[src/rtl/decoder_strobe_sequencer.sv]
// Sequences select/enable for a 1-to-2 active-low decoder: select is set up one cycle ahead, enable is held low HOLD_CYCLES, then a GAP_CYCLES quiet gap.
// Latency: accept to first strobe cycle is 2 edges; request spacing is 2+HOLD_CYCLES+GAP_CYCLES cycles. Backpressure: req_ready is high only in IDLE.
module decoder_strobe_sequencer #(
    parameter int HOLD_CYCLES = 4,
    parameter int GAP_CYCLES  = 1,
    parameter int CNT_W       = 8
) (
    input  logic clk,
    input  logic rst_n,
    input  logic req_valid,
    input  logic req_sel,
    output logic req_ready,
    output logic dec_enable,
    output logic dec_in,
    output logic busy,
    output logic done
);

    localparam int CNT_MAX = (1 << CNT_W) - 1;
    localparam bit HAS_GAP = (GAP_CYCLES > 0);
    localparam logic [CNT_W-1:0] HOLD_LD = CNT_W'(HOLD_CYCLES - 1);
    localparam logic [CNT_W-1:0] GAP_LD  = CNT_W'(HAS_GAP ? GAP_CYCLES - 1 : 0);

    generate
        if (HOLD_CYCLES < 1 || HOLD_CYCLES > CNT_MAX) begin : g_bad_hold
            $error("HOLD_CYCLES out of range for CNT_W");
        end
        if (GAP_CYCLES < 0 || GAP_CYCLES > CNT_MAX) begin : g_bad_gap
            $error("GAP_CYCLES out of range for CNT_W");
        end
    endgenerate

    typedef enum logic [1:0] {
        S_IDLE,
        S_SETUP,
        S_STROBE,
        S_GAP
    } state_t;

    state_t           r_state;
    logic [CNT_W-1:0] r_cnt;
    logic             r_dec_enable;
    logic             r_dec_in;
    logic             r_done;
    logic             w_cnt_zero;

    assign w_cnt_zero = (r_cnt == '0);

    // dec_in only moves on the IDLE->SETUP transition, so it is stable whenever enable is low.
    always_ff @(posedge clk or negedge rst_n) begin
        if (!rst_n) begin
            r_state      <= S_IDLE;
            r_cnt        <= '0;
            r_dec_enable <= 1'b1;
            r_dec_in     <= 1'b0;
            r_done       <= 1'b0;
        end else begin
            r_done <= 1'b0;
            case (r_state)
                S_IDLE: begin
                    if (req_valid) begin
                        r_dec_in <= req_sel;
                        r_state  <= S_SETUP;
                    end
                end
                S_SETUP: begin
                    r_state      <= S_STROBE;
                    r_cnt        <= HOLD_LD;
                    r_dec_enable <= 1'b0;
                end
                S_STROBE: begin
                    if (w_cnt_zero) begin
                        r_dec_enable <= 1'b1;
                        r_done       <= 1'b1;
                        if (HAS_GAP) begin
                            r_state <= S_GAP;
                            r_cnt   <= GAP_LD;
                        end else begin
                            r_state <= S_IDLE;
                        end
                    end else begin
                        r_cnt <= r_cnt - 1'b1;
                    end
                end
                S_GAP: begin
                    if (w_cnt_zero) begin
                        r_state <= S_IDLE;
                    end else begin
                        r_cnt <= r_cnt - 1'b1;
                    end
                end
                default: begin
                    r_state      <= S_IDLE;
                    r_dec_enable <= 1'b1;
                end
            endcase
        end
    end

    assign req_ready  = (r_state == S_IDLE) && rst_n;
    assign busy       = (r_state != S_IDLE);
    assign dec_enable = r_dec_enable;
    assign dec_in     = r_dec_in;
    assign done       = r_done;

endmodule

[config.mk]
export PLATFORM = sky130hd
export DESIGN_NAME = decoder_strobe_sequencer
export DESIGN_NICKNAME = d
export VERILOG_FILES = /design/src/rtl/decoder_strobe_sequencer.sv
export SDC_FILE = /design/constraint.sdc
export NUM_CORES = 1
export LEC_CHECK = 0
export CORE_MARGIN = 1
export CORE_UTILIZATION = 58
export DETAILED_ROUTE_END_ITERATION = 8
export DONT_BUFFER_PORTS = 1
export PLACE_DENSITY = 0.76
export SLEW_MARGIN = 15
export SYNTH_ARGS = -nofsm -noshare
export SYNTH_HDL_FRONTEND = slang
export SYNTH_SLANG_ARGS = --single-unit
[constraint.sdc]
create_clock -name clk -period 1.9 [get_ports clk]
set_input_delay 0.285 -clock clk [delete_from_list [all_inputs] [get_ports clk]]
set_output_delay 0.285 -clock clk [all_outputs]
set_load 0.02 [all_outputs]
After elaboration in Yosys (flattened, before gate mapping) --
Cells that the tools add are included.
Word-level totals: register bits 13, bits of input ports 4, output and inout bits 5
Operators by class: add/subtract/negate cells 1, eq/ne operators 7, mux-type cells 11, reduce and logical (&&, ||, !) cells 10
Operators by type and width (number):
- $pmux 8 s3 | 1
- $mux 8 | 2
- $logic_not 8->1 | 1
- $ne 2x2->1 const B | 4
- $pmux 2 s4 | 1
- $sub 8x1->8 const B | 1
- $mux 2 | 3
- $reduce_and 2->1 | 3
- $eq 2x2->1 const B | 2
- $reduce_bool 2->1 | 2
- $mux 1 | 3
- $reduce_and 3->1 | 1
- $reduce_bool 3->1 | 1
- $eq 2x1->1 const B | 1
- $logic_not 2->1 | 1
- $pmux 1 s2 | 1
- $logic_and 1x1->1 | 1

Depth between registers and ports, before layout --
word-level depth 3, gate-level depth with buffers 7, depth with buffers taken out 6

Worst setup path before layout --
No wires, ideal clock.
path type register to register, start point register r_cnt[2], end point register r_state[1], library setup time 0.125 ns, arrival time 1.464 ns, setup slack 0.311 ns, cell stages (with the launch flop) 6, buffers on the path 1, cells stage by stage dfrtp_1 nor4_2 and3_1 buf_6 o22a_4 mux2_4
On the way: longest elaborated chain between the ends 3, elaborated cells between the ends (all ways) 4, those cells by class eq/ne: 2; reduce/logical: 2
RTL lines:
- start: declaration | line 41 | logic [CNT_W-1:0] r_cnt;
- start signal: assignment | line 82 | r_cnt <= r_cnt - 1'b1;
- start signal: assignment | line 89 | r_cnt <= r_cnt - 1'b1;
- $logic_not 8->1 (*) | line 47 | assign w_cnt_zero = (r_cnt == '0);
- $ne 2x2->1 (no source line)
- $reduce_and 3->1 (no source line) (*)
- end signal: assignment | line 52 | r_state <= S_IDLE;
- end signal: assignment | line 63 | r_state <= S_SETUP;
- end signal: assignment | line 67 | r_state <= S_STROBE;
- end: declaration | line 40 | state_t r_state;
Every way passes the cells marked *; elsewhere a longest branch is shown, timed or not. A chain may end at the register's enable or synchronous reset.

Worst setup path in the final report --
Same ends and word-level chain as after synthesis.

==> metrics.yaml <==
fin_skew_ns: 0.00273
hp-start: "req_sel"
grt_first_pass_wirelength_um: 2450
row_count: 12
crit_path_end: "r_state[1]$_DFFE_PN0P_"
die_w_um: 38.7
required_ns: 2.07
core_mm2: 0.00117
area_delta_synth_final_pct: 7.85
yosys-mux-area-fraction_pct: 4.65
remaining_drc_errors: 0
drive_gt1_share_pct: 16.5
clkTransAtPathRegs_ns: 0.08
vias: 605
dp_hpwl_um: 1080
period_share_pct: 92.7
tightest_slew_ns: 0.609
viasPerCell: 6.11
totalWireLength_um: 1460
synth_simple_gate_area_share_pct: 20.2
cp_data_arrival_time_ns: 1.94
synth-compound-area-share_pct: 14.6
netlist.area_leader.share_pct: 38.5
h-tree-depth: 1
dr.pass1.iters: 5
path_max_fanout: 6
fmax_mhz: 568
wl_per_cell_um: 14.7
placed_cell_area_um2: 806
drt_iter0_drc: 8
relSlewSlack_pct: 59.3
post-cts-setup-buffers: 0
worstReg2RegStart: "r_cnt[2]$_DFFE_PN0P_"
drtAntennaViolNets: 0
synth_seq_cells: 13
layout_setup_ws_ns: 0.139
power_density_mw_per_mm2: 1830
clock-root-buffer: "clkbuf_4"
critPathKind: "flop to flop"
cts_tree: "built"
final_cell_mix: "dfrtp_1, inv_1, nor2_1, ha_1, nand2_1"
grt_max_degree: 14
endpoint_kind: "flop"
worstReg2RegEnd: "r_state[1]$_DFFE_PN0P_"
diodes: 0
ir_worst_vdd_mv: 1.29
die_h_um: 38.7
synth_area_leaders: "dfrtp_1, ha_1, dfstp_2, inv_1, nor2_1"
antenna_found_initial: 0
hold_path_class: "input pin to flop"
power_leakage_nw: 0.391
fin_tns_setup_ns: 0
fin_nets: 97
reg2reg_setup_slack_ns: 0.14
cap_viol_max_count: 0
power_w: 0.00154
dp_slack_ns: 0.174
rsz0062_at_grt: "no"
first_global_vias: 547
syn-num-nets: 90
timing.final.crit_period_ns: 1.76
hold_viol_final: 0
io_pins: 9
cts.hold.buffers_added: 1
netlist_area_um2: 781
setup_violations: 0
crit_start: "r_cnt[2]$_DFFE_PN0P_"
gp_congestion: 0.791
status: "completed"
cts_buffer_depth: 2
grt_use_total_pct: 25.4
finalMaxSlewViolations: 0
layout.cells.most_common: "dfrtp_1"
synthXorXnorAreaFrac_pct: 2.24
cts.sinks: 13
portBuffers: 0
initial_core_util_pct: 66.7
worst-r2r-cell-count: 4
synthAdderAreaFrac_pct: 11.2
synth_top_family_by_area: "simple AND/OR/NAND/NOR gates"
design_area_um2: 842
start_kind: "flop"
holdPathStages: 1
cts-buffers-inserted: 3
yosysWarnings: 0
postSynthAreaPerCell_um2: 9.88
seq_area_frac_synth_pct: 41.8
die_area_mm2: 0.00150
yosys.area.top_type: "dfrtp_1"
synth.distinct_cells: 31
clock_latency_ns: 0.28
grt_overflow: 0
post_cts_resize_count: 0
syn_inst: 79
[Yosys cell counts]
cell type / number
nand4bb_1: 1
nor2b_1: 1
o22ai_1: 2
buf_6: 1
o22a_4: 1
nand3_1: 3
nand4_1: 1
nand2_1: 6
and2_2: 1
o31ai_1: 1
nor4_2: 1
mux2_4: 1
dfrtp_1: 12
dfstp_2: 1
clkbuf_1: 1
nand4b_1: 1
o21ai_0: 3
o211ai_1: 2
and3_1: 1
ha_1: 7
nor2_1: 7
mux2_2: 1
mux2i_1: 1
and2_1: 1
nor3_1: 4
nor4b_1: 1
xor2_1: 2
a211oi_2: 1
a21oi_1: 5
inv_1: 7
a21o_2: 1
[routing by layer]
| layer | global-route usage, % | wire length [um] | up-vias |
|---|---|---|---|
| met2 | 36.3 | 691 | 18 |
| li1 | - | - | 290 |
| met3 | 8.67 | 48 | 3 |
| met1 | 33.2 | 698 | 294 |
| met4 | 13.8 | 18 | 0 |
| met5 | 0 | 0 | - |
[layout make-up]
| cell class | count | area [um2] |
|---|---|---|
| sequential | 13 | 327 |
| tap | 14 | 17.5 |
| inverter | 7 | 26.3 |
| clock buffer | 4 | 26.3 |
| multi-input combinational | 57 | 413 |
| fill | 81 | 329 |
| timing repair buffer | 4 | 32.5 |
[per-stage QoR]
| stage | hold WS (ns) | util [%] | instances |
|---|---|---|---|
| 2_1_floorplan | -0.0106 | - | 79 |
| 3_3_place_gp | -0.0103 | 68.8 | 94 |
| 3_5_place_dp | -0.0103 | 68.8 | 94 |
| 4_1_cts | 0.143 | 71.9 | 99 |
| 5_1_grt | 0.126 | 71.9 | 99 |
| 6_report | 0.148 | 71.9 | 99 |
[worst max-delay path, stage by stage (launching register included)]
cell     delay [ns]
dfrtp_1        0.45
nor4_2         0.38
and3_1         0.34
o22a_4         0.20
mux2_4         0.29
[worst min path at each step]
stage / end / slack [ns]
final: dec_in$_DFFE_PN0P_ / 0.15
after CTS: dec_in$_DFFE_PN0P_ / 0.14
after detailed placement: dec_in$_DFFE_PN0P_ / -0.01
after floorplan: dec_in$_DFFE_PN0P_ / -0.01
after global placement: done$_DFF_PN0_ / -0.01
after global routing: dec_in$_DFFE_PN0P_ / 0.13
[report_power, final]
| group | switching (W) | internal [W] | total (W) |
|---|---|---|---|
| clock | 0.0000951 | 0.0000816 | 0.000177 |
| sequential | 0.000133 | 0.000394 | 0.000527 |
| combinational | 0.000458 | 0.000383 | 0.000841 |
[logic make-up after synthesis]
| logic type | after synthesis |
|---|---|
| and+or+nand+nor | 29 |
| AOI/OAI and AO/OA | 16 |
| DFF | 13 |
| buffers and inverters | 9 |
| adders and majority gates | 7 |
| muxes | 3 |
| xor gates and xnor gates | 2 |
[registers in the layout, summed over array words and instances, names as in the netlist]
| name | cells |
|---|---|
| dec_enable | 1 |
| done | 1 |
| r_state | 2 |
| r_cnt | 8 |
| dec_in | 1 |
Note: power is estimated with default switching activity, not from simulation.
